**src/rtl/settings_bank_marine_radar_pkg.sv**
```systemverilog
// Shared constants for the marine radar settings bank: serial addresses,
// control-register bit positions and the radar build's reset/defer tables.
package settings_bank_marine_radar_pkg;

  // Serial addresses of the radar setting registers (bank base at 32)
  localparam logic [6:0] FR_CTRL      = 7'd31;
  localparam logic [6:0] FR_BASE      = 7'd32;
  localparam logic [6:0] FR_TX_PRF    = 7'd32;
  localparam logic [6:0] FR_PULSE_LEN = 7'd33;
  localparam logic [6:0] FR_GAIN      = 7'd34;
  localparam logic [6:0] FR_STC_CURVE = 7'd35;
  localparam logic [6:0] FR_FTC_LEVEL = 7'd36;
  localparam logic [6:0] FR_RANGE_SEL = 7'd37;
  localparam logic [6:0] FR_ARP_CFG   = 7'd38;
  localparam logic [6:0] FR_ACP_SCALE = 7'd39;
  localparam logic [6:0] FR_TRIG_DLY  = 7'd40;

  // Control register bit positions
  localparam int unsigned CTRL_SRST   = 0;
  localparam int unsigned CTRL_COMMIT = 1;

  // Radar build: 16 x 32-bit registers; gain/STC/FTC/range and trigger delay
  // only change on a sweep boundary.
  localparam int unsigned RADAR_N_REGS = 16;
  localparam logic [RADAR_N_REGS-1:0] RADAR_DEFER_MASK = 16'h013C;
  localparam logic [RADAR_N_REGS*32-1:0] RADAR_RESET_VALS = {
    32'h0000_0000, 32'h0000_0000, 32'h0000_0000, 32'h0000_0000,
    32'h0000_0000, 32'h0000_0000, 32'h0000_0000, 32'h0000_0040,
    32'h0000_0800, 32'h0000_0001, 32'h0000_0003, 32'h0000_0010,
    32'h0000_0000, 32'h0000_0080, 32'h0000_0064, 32'h0000_03E8
  };

endpackage

```
**src/rtl/settings_bank_marine_radar_setting_slot.sv**
```systemverilog
// One setting register: live value, shadow copy and pending flag.
// Immediate slots update live on a hit; deferred slots stage into the
// shadow and publish it on the next commit.
module setting_slot
  import settings_bank_marine_radar_pkg::*;
#(
  parameter int unsigned WIDTH    = 32,
  parameter bit          DEFERRED = 1'b0
) (
  input  logic             clk_i,
  input  logic             rst_ni,
  input  logic             hit_i,
  input  logic [WIDTH-1:0] data_i,
  input  logic             commit_i,
  input  logic             srst_i,
  input  logic [WIDTH-1:0] rst_val_i,
  output logic [WIDTH-1:0] live_o,
  output logic             changed_o,
  output logic             pending_o
);

  logic [WIDTH-1:0] live_q, live_d;
  logic [WIDTH-1:0] shadow_q, shadow_d;
  logic             pending_q, pending_d;
  logic             changed_q, changed_d;

  // Next state: soft reset first, then commit of the old shadow, then the
  // write, so a same-cycle write lands in the shadow and stays pending.
  always_comb begin
    live_d    = live_q;
    shadow_d  = shadow_q;
    pending_d = pending_q;
    changed_d = 1'b0;
    if (srst_i) begin
      live_d    = rst_val_i;
      shadow_d  = rst_val_i;
      pending_d = 1'b0;
      changed_d = 1'b1;
    end else begin
      if (commit_i && pending_q) begin
        live_d    = shadow_q;
        pending_d = 1'b0;
        changed_d = 1'b1;
      end
      if (hit_i) begin
        shadow_d = data_i;
        if (DEFERRED) begin
          pending_d = 1'b1;
        end else begin
          live_d    = data_i;
          changed_d = 1'b1;
        end
      end
    end
  end

  // State registers, loaded with the slot's reset value
  always_ff @(posedge clk_i or negedge rst_ni) begin
    if (!rst_ni) begin
      live_q    <= rst_val_i;
      shadow_q  <= rst_val_i;
      pending_q <= 1'b0;
      changed_q <= 1'b0;
    end else begin
      live_q    <= live_d;
      shadow_q  <= shadow_d;
      pending_q <= pending_d;
      changed_q <= changed_d;
    end
  end

  assign live_o    = live_q;
  assign changed_o = changed_q;
  assign pending_o = pending_q;

endmodule

```
**src/rtl/settings_bank_marine_radar.sv**
```systemverilog
// Settings bank between the serial settings bus and the radar DSP/trigger/
// ARP/ACP logic: address decode, control register, soft-reset pulse
// generator and registered readback around N_REGS setting slots.
module settings_bank_marine_radar
  import settings_bank_marine_radar_pkg::*;
#(
  parameter int unsigned               N_REGS      = 16,
  parameter int unsigned               REG_WIDTH   = 32,
  parameter logic [6:0]                BASE_ADDR   = FR_BASE,
  parameter logic [6:0]                CTRL_ADDR   = FR_CTRL,
  parameter logic [N_REGS-1:0]         DEFER_MASK  = '0,
  parameter logic [N_REGS*REG_WIDTH-1:0] RESET_VALS = '0,
  parameter int unsigned               SRST_CYCLES = 16
) (
  input  logic                          master_clk,
  input  logic                          reset_n,
  input  logic [6:0]                    serial_addr,
  input  logic [31:0]                   serial_data,
  input  logic                          serial_strobe,
  input  logic                          commit_req,
  input  logic [4:0]                    rd_addr,
  output logic [N_REGS*REG_WIDTH-1:0]   live_out,
  output logic [N_REGS-1:0]             changed,
  output logic [N_REGS-1:0]             pending,
  output logic                          soft_reset,
  output logic [REG_WIDTH-1:0]          rd_data
);

  localparam int unsigned CW = $clog2(SRST_CYCLES + 1);

  logic [REG_WIDTH-1:0] live_w [N_REGS];
  logic                 ctrl_wr;
  logic                 srst;
  logic                 commit;
  logic [CW-1:0]        srst_cnt_q, srst_cnt_d;
  logic [REG_WIDTH-1:0] rd_data_q, rd_data_d;

  assign ctrl_wr = serial_strobe && (serial_addr == CTRL_ADDR);
  assign srst    = ctrl_wr && serial_data[CTRL_SRST];
  assign commit  = commit_req || (ctrl_wr && serial_data[CTRL_COMMIT]);

  for (genvar g = 0; g < int'(N_REGS); g++) begin : g_slot
    logic hit;
    assign hit = serial_strobe && (32'(serial_addr) == 32'(BASE_ADDR) + 32'(g));

    setting_slot #(
      .WIDTH    (REG_WIDTH),
      .DEFERRED (DEFER_MASK[g])
    ) u_slot (
      .clk_i     (master_clk),
      .rst_ni    (reset_n),
      .hit_i     (hit),
      .data_i    (serial_data[REG_WIDTH-1:0]),
      .commit_i  (commit),
      .srst_i    (srst),
      .rst_val_i (RESET_VALS[g*REG_WIDTH +: REG_WIDTH]),
      .live_o    (live_w[g]),
      .changed_o (changed[g]),
      .pending_o (pending[g])
    );

    assign live_out[g*REG_WIDTH +: REG_WIDTH] = live_w[g];
  end

  // Soft-reset counter: reload on a CTRL soft reset, count down to zero
  always_comb begin
    srst_cnt_d = srst_cnt_q;
    if (srst) begin
      srst_cnt_d = CW'(SRST_CYCLES);
    end else if (srst_cnt_q != '0) begin
      srst_cnt_d = srst_cnt_q - CW'(1);
    end
  end

  // Readback mux; indices past the bank read as zero
  always_comb begin
    rd_data_d = '0;
    for (int unsigned i = 0; i < N_REGS; i++) begin
      if (32'(rd_addr) == i) begin
        rd_data_d = live_w[i];
      end
    end
  end

  // Counter and readback registers
  always_ff @(posedge master_clk or negedge reset_n) begin
    if (!reset_n) begin
      srst_cnt_q <= CW'(SRST_CYCLES);
      rd_data_q  <= '0;
    end else begin
      srst_cnt_q <= srst_cnt_d;
      rd_data_q  <= rd_data_d;
    end
  end

  assign soft_reset = (srst_cnt_q != '0);
  assign rd_data    = rd_data_q;

endmodule
```
**config.mk**
```make
export PLATFORM = sky130hd
export DESIGN_NAME = settings_bank_marine_radar
export DESIGN_NICKNAME = d
export VERILOG_FILES = /design/src/rtl/settings_bank_marine_radar_pkg.sv /design/src/rtl/settings_bank_marine_radar_setting_slot.sv /design/src/rtl/settings_bank_marine_radar.sv
export SDC_FILE = /design/constraint.sdc
export NUM_CORES = 1
export LEC_CHECK = 0
export ABC_AREA = 1
export BUFFER_PORTS_ARGS = -buffer_cell sky130_fd_sc_hd__buf_2
export CORE_ASPECT_RATIO = 0.7
export CORE_UTILIZATION = 34
export CTS_BUF_LIST = sky130_fd_sc_hd__clkbuf_16
export DETAILED_ROUTE_END_ITERATION = 10
export HOLD_SLACK_MARGIN = 0.05
export PLACE_DENSITY_LB_ADDON = 0.1
export SETUP_SLACK_MARGIN = 0.4
export SLEW_MARGIN = 20
export SYNTH_ARGS = -nofsm -noshare
export SYNTH_HDL_FRONTEND = slang
export SYNTH_SLANG_ARGS = --single-unit
```
**constraint.sdc**
```tcl
create_clock -name master_clk -period 1.5 [get_ports master_clk]
set_input_delay 0.3 -clock master_clk [delete_from_list [all_inputs] [get_ports master_clk]]
set_output_delay 0.3 -clock master_clk [all_outputs]
set_load 0.03 [all_outputs]
```
==> results.cfg, run 1 <==
[clock_tree]
cts.sinks = 565
htreeDepth = 2
clockRootBuffer = clkbuf_16
insertion_delay_ps = 640
clk_pin_slew_ps = 70
cts_tree = done
cts-buffers-inserted = 59
clock_path_buffers = 3

[logic_synthesis]
yosysWarnings = 0
synth_edf_count = 0
ys.flop_type = dfrtp_1
yosysSeqAreaShare_pct = 56.2
ys_seq_elements = 565
synth.avg_cell_area_um2 = 8.38
synth_area_mm2 = 0.0252
ys_types = 33
synthCells = 3003
synthArstFlopShare_pct = 100

[timing]
finalCriticalPeriod_ps = 2040
skew_ps = 13.6
hold_violations = 0
setup_ws_ps = -541
setup_tns_ps = -14770
tightest_slew_ps = 766
fin_crit_sh_pct = 136
worst_hold_slack_ps = 66.2
relSlewSlack_pct = 48.6
rsz0062_at_grt = true
drv_slew = 0
setup_violations = 279
fmax_mhz = 490

[route]
ant_nets = 0
drt_first_pass_iters = 6
routed_via_density = 5.30
finalWirelength_um = 130000
wl_per_cell_um = 24.7
drc = 0
num_vias = 27824
drt_iter0_markers = 2767

[worst_setup_path]
crit_start = srst_cnt_q[0]$_DFFE_PN0P_
reg2reg_depth = 10
crit_path_max_fanout = 2
end_kind = primary output
r2r_end = srst_cnt_q[3]$_DFFE_PN0P_
cp.required_ps = 1200
regToRegSetupSlack_ps = -170
critical_path.endpoint = soft_reset
r2r_start = srst_cnt_q[0]$_DFFE_PN0P_
arrival_ps = 1740
critPathLaunchType = flop
crit_type = flop to primary output

[grt]
grt_pass1_wl_um = 185000
grt_usage_pct = 33.2
antenna_found_initial = 9
grt_pass1_vias = 27645
grt_max_degree = 54
grt-ovfl-total = 0

[layout]
stdcell_area_mm2 = 0.0436
nFillCells = 6311
drive_gt1_share_pct = 43.9
syn_to_final_growth_pct = 73.2
layout.nets = 4275
utilization_pct = 59.4

[die]
die_x_um = 327
ios = 625
fp.coreArea_mm2 = 0.0733
initial_utilization_pct = 34.3
rows = 83
dieArea_mm2 = 0.0751
dieHeight_um = 230

[place]
dp_hpwl_um = 89900
dpl_cell_area_mm2 = 0.0328
port_buffers = 607
gp_congestion = 0.900
pre_cts_ws_ps = -704

[hold_path]
min_from = serial_data[12]
hp-class = primary input to flop

[pwr]
leakagePower_nw = 22.0
powerDensity_mw_per_mm2 = 1130
vdd.ir_drop.worst_uv = 794

[outcome]
status = finished with violations
failed_checks = setup timing

[run]
drv_cap = 0
[sequential cells by signal, indices dropped and copies added (netlist names)]
name / flops
g_slot.u_slot.changed_o: 16
g_slot.u_slot.live_o: 512
rd_data: 32
srst_cnt_q: 5
[cells by family after synthesis]
group           after synthesis  share of synthesized area (%)
simple gates               1171                           20.2
other cells                   1                         0.0149
xor+xnor                      1                         0.0348
flops                       565                           56.2
fa+ha+maj                     2                         0.0994
compound gates              605                           13.0
buf+inv                     658                           10.5
[power by group]
group	internal (mW)	total (mW)	switching [mW]
Sequential	17.1	19.0	1.84
Clock	8.11	14.7	6.59
Combinational	6.95	15.5	8.53
Total	32.2	49.1	17.0
[layout by cell type (no fill, tap or decap), types with 10 or more instances in the layout]
master	netlist	routed
inv_1	326	321
dfrtp_1	564	542
nor2_4	1	16
clkinv_1	7	21
o22ai_1	184	183
nor2_2	4	15
dlygate4sd3_1	0	24
nand2_1	671	577
inv_2	16	18
clkbuf_16	0	67
o21ai_0	378	206
nand3_2	0	140
dfrtp_2	0	22
o21ai_1	4	170
nand2_4	1	15
nand3_1	211	65
nand4_1	130	130
buf_6	1	697
buf_4	34	582
nand2_8	0	11
buf_2	25	43
a21oi_1	36	27
buf_12	0	87
clkinv_2	0	10
nor2_1	135	109
conb_1	1	16
nand2_2	5	74
[layer usage]
metal,share of wire (%),GRT usage (%),vias up
met2,47,53.7,1341
li1,-,-,12274
met5,0.025,0,-
met3,8.3,7.08,256
met1,42,44.3,13947
met4,3.3,10.5,6
[cell usage after synthesis, types with 4 or more instances]
| cell | count | area (um2) |
|---|---|---|
| nor3_1 | 6 | 30.0 |
| buf_2 | 25 | 125 |
| nand3_1 | 211 | 1060 |
| inv_1 | 326 | 1220 |
| buf_1 | 15 | 56.3 |
| nand2_2 | 5 | 31.3 |
| nor2_1 | 135 | 507 |
| o21ai_1 | 4 | 20.0 |
| inv_2 | 16 | 60.1 |
| dfrtp_1 | 564 | 14100 |
| nand4_1 | 130 | 813 |
| nor2_2 | 4 | 25.0 |
| nand2_1 | 671 | 2520 |
| a21oi_1 | 36 | 180 |
| buf_4 | 34 | 255 |
| o21ai_0 | 378 | 1890 |
| o22ai_1 | 184 | 1150 |
| clkbuf_1 | 234 | 878 |
| clkinv_1 | 7 | 26.3 |
[area by class of cell]
cell class                 instances  area (um2)  area share, %
multi-input combinational       1795       10000           22.9
timing repair buffer            1454       14900           34.2
timing repair inverter             1        11.3         0.0258
tap                              977        1220           2.80
inverter                         349        1410           3.24
sequential                       565       14200           32.5
clock inverter                    46         358          0.821
clock buffer                      59        1480           3.39
antenna                            6        15.0         0.0344
[metrics by stage]
stage               power (mW)  std cells
floorplan                 24.8       3018
global placement          29.5       4671
detailed placement        29.7       4671
CTS                       48.4       5137
global route              50.8       5250
finish                    49.1       5252
[worst min-delay path by stage]
stage | slack, ps | end | cells past startpoint
finish | 70 | g_slot[0].u_slot.live_o[12]$_DFFE_PN0P_ | 3
detailed placement | 220 | g_slot[3].u_slot.live_o[29]$_DFFE_PN0P_ | 1
global route | 60 | g_slot[10].u_slot.live_o[12]$_DFFE_PN0P_ | 3
CTS | 60 | g_slot[0].u_slot.live_o[12]$_DFFE_PN0P_ | 3
global placement | 230 | g_slot[3].u_slot.live_o[29]$_DFFE_PN0P_ | 1
floorplan | 4 | g_slot[0].u_slot.changed_o$_DFF_PN0_ | 0
[repair_timing]
item	CTS	global route
gates resized for setup	1399	150
hold buffers	24	0
gates cloned	10	8
pin swaps	86	105
endpoints found under the setup margin	753	1102
setup buffers	327	101
endpoints found under the hold margin	263	0
[worst max-delay path: stages (launching register included)]
cell	delay, ps
dfrtp_1	390
inv_2	90
ha_4	130
inv_2	40
nor4_4	170
inv_2	120
buf_6	160
Note: power is estimated with default switching activity, not from simulation.
==> run 2: changes to the inputs <==
HOLD_SLACK_MARGIN = 0.08   (was 0.05)
PLACE_DENSITY = 0.64   (was unset)
PLACE_DENSITY_LB_ADDON = unset   (was 0.1)
==> run 2 against run 1 <==
  * Highest routed layer unchanged
  * Die area stayed put
  * Clock power decreased by 4%
  * Critical path depth unchanged
  * Sequential power about the same
  * Cell area increased by 0.73%
  * Core utilization up 0.43 points
  * The flow still finishes with violations (setup timing)
  * Cell count is 1.2% higher
  * Via count is 4.0% higher
  * Non-clock buffer count increased by 61
==> results.cfg, run 2 (synthesis results as in run 1) <==
[outcome]
status = finished with violations
failed_checks = setup timing

[timing]
relSlewSlack_pct = 44.1
hold_violations = 0
rsz0062_at_grt = true
setup_violations = 208
fmax_mhz = 509
fin_crit_sh_pct = 131
tightest_slew_ps = 833
drv_slew = 0
skew_ps = 14.5
setup_tns_ps = -17720
setup_ws_ps = -463
finalCriticalPeriod_ps = 1960

[route]
drc = 0
ant_nets = 0
drt_iter0_markers = 3312
drt_first_pass_iters = 5
num_vias = 28933
routed_via_density = 5.44
wl_per_cell_um = 24.9
finalWirelength_um = 132000

[place]
pre_cts_ws_ps = -916
dp_hpwl_um = 90600
port_buffers = 607
dp_cells = 4746
dpl_cell_area_mm2 = 0.0333
gp_congestion = 0.975

[pwr]
comb_power_share_pct = 33.4
p_sw_share_pct = 34.6
vdd.ir_drop.worst_uv = 1030
power.switching_mw = 17.1
leakagePower_nw = 22.3
clkPwrFrac_pct = 28.6
powerDensity_mw_per_mm2 = 1130
p_int_mw = 32.3
power_mw = 49.5
pwr-share-seq_pct = 38.0

[die]
fp.coreArea_mm2 = 0.0733
rows = 83
dieArea_mm2 = 0.0751
dieHeight_um = 230
initial_utilization_pct = 34.3
ios = 625
die_x_um = 327

[grt]
grt-ovfl-total = 0
antenna_found_initial = 7
grt_pass1_wl_um = 185000
grt_usage_pct = 33.1
grt_pass1_vias = 27243
grt_max_degree = 73

[worst_setup_path]
critPathLaunchType = flop
crit_type = flop to primary output
crit_slowest_cell = dfrtp_1
critPathBufInv = 4
cp_slowest_stage_delay_ps = 390
end_kind = primary output
path_delay_family = flip-flops
cpMostUsedCell = inv_2
cp_cell_sequence = inv_2, ha_4, inv_2, nor4_4, inv_2, buf_6
cp.required_ps = 1200
crit_path_max_fanout = 2
arrival_ps = 1660
cp_num_cells = 6
reg2reg_depth = 8

[layout]
largest_register_ffs = 512
instances_no_fill = 5314
mostFrequentLayoutCell = buf_6
layout_common_cells = buf_6, buf_4, nand2_1
syn_to_final_growth_pct = 74.4
drive_gt1_share_pct = 45.0
stdcell_area_mm2 = 0.0439
layout.nets = 4335

[clock_tree]
clk_pin_slew_ps = 60
cts-buffers-inserted = 57
insertion_delay_ps = 630
cts.sinks = 565
cts_tree = done
clock_path_buffers = 3
clockRootBuffer = clkbuf_16
htreeDepth = 2

[run]
drv_cap = 0

[hold_path]
hold_depth = 3
hp-class = primary input to flop
[run 2: cell count changes in the layout (fill, tap and decap cells not counted), sizes merged, moves of 2 or more]
cell,delta
inv,+3
clkinvlp,-3
diode,+2
bufinv,-2
buf,+62
[run 2: routing by layer]
layer | global-route usage [%] | share of wire, % | up-vias
li1 | - | - | 12399
met1 | 46.0 | 40 | 14209
met2 | 48.1 | 43 | 1973
met3 | 10.7 | 12 | 350
met4 | 11.9 | 4.4 | 2
met5 | 0 | 0.0098 | -
[run 2: worst reg2reg max path: stages (launching register included)]
cell	delay [ps]
dfrtp_1	400
nand4_1	110
nand3_1	100
nor2_1	100
nand4_1	240
nand2_2	190
nand4_1	160
nor3_2	210
nand4_1	110
[run 2: area by class of cell]
class	count	area (um2)
Fill cell	5998	29400
Inverter	349	1390
Tap cell	977	1220
Sequential cell	565	14100
Clock inverter	44	294
Clock buffer	59	1480
Multi-Input combinational cell	1797	9970
Timing Repair Buffer	1515	15400
Antenna cell	8	20.0
[run 2: path summary, 6_finish.rpt]
| path | end | slack (ps) | from |
|---|---|---|---|
| setup / recovery | soft_reset | -460 | srst_cnt_q[0]$_DFFE_PN0P_ |
| hold / removal | g_slot[0].u_slot.live_o[12]$_DFFE_PN0P_ | 80 | serial_data[12] |
| setup reg to reg | rd_data[28]$_DFF_PN0_ | -230 | g_slot[2].u_slot.live_o[28]$_DFFE_PN0P_ |
| hold reg to reg | g_slot[5].u_slot.live_o[7]$_DFFE_PN0P_ | 540 | g_slot[5].u_slot.live_o[7]$_DFFE_PN0P_ |
| max in group asynchronous | g_slot[10].u_slot.live_o[28]$_DFFE_PN0P_ | 570 | reset_n |
| min in group asynchronous | g_slot[6].u_slot.live_o[12]$_DFFE_PN0P_ | 180 | reset_n |
[run 2: power by group through the flow]
stage,sequential [mW],clock (mW),combinational [mW]
2_1_floorplan,22.1,0,2.71
3_3_place_gp,18.7,0,11.3
3_5_place_dp,18.7,0,11.4
4_1_cts,18.7,14.2,15.5
5_1_grt,18.9,14.8,17.3
6_report,18.8,14.1,16.5
[run 2: per-stage QoR]
step	util (%)	hold slack (ps)
after floorplan	-	4.41
after CTS	57.5	84.7
after detailed placement	45.4	213
after global placement	45.4	218
after global routing	59.9	81.8
final	59.9	77.1
[run 2: repair_timing]
action                                  4_1_cts  5_1_grt
cloned                                        1       10
hold buffers                                 25        0
buffers inserted                            290      131
endpoints found under the setup margin      854      978
pin swaps                                   114      153
hold endpoints to repair                    585        0
gates resized for setup                    1440      159
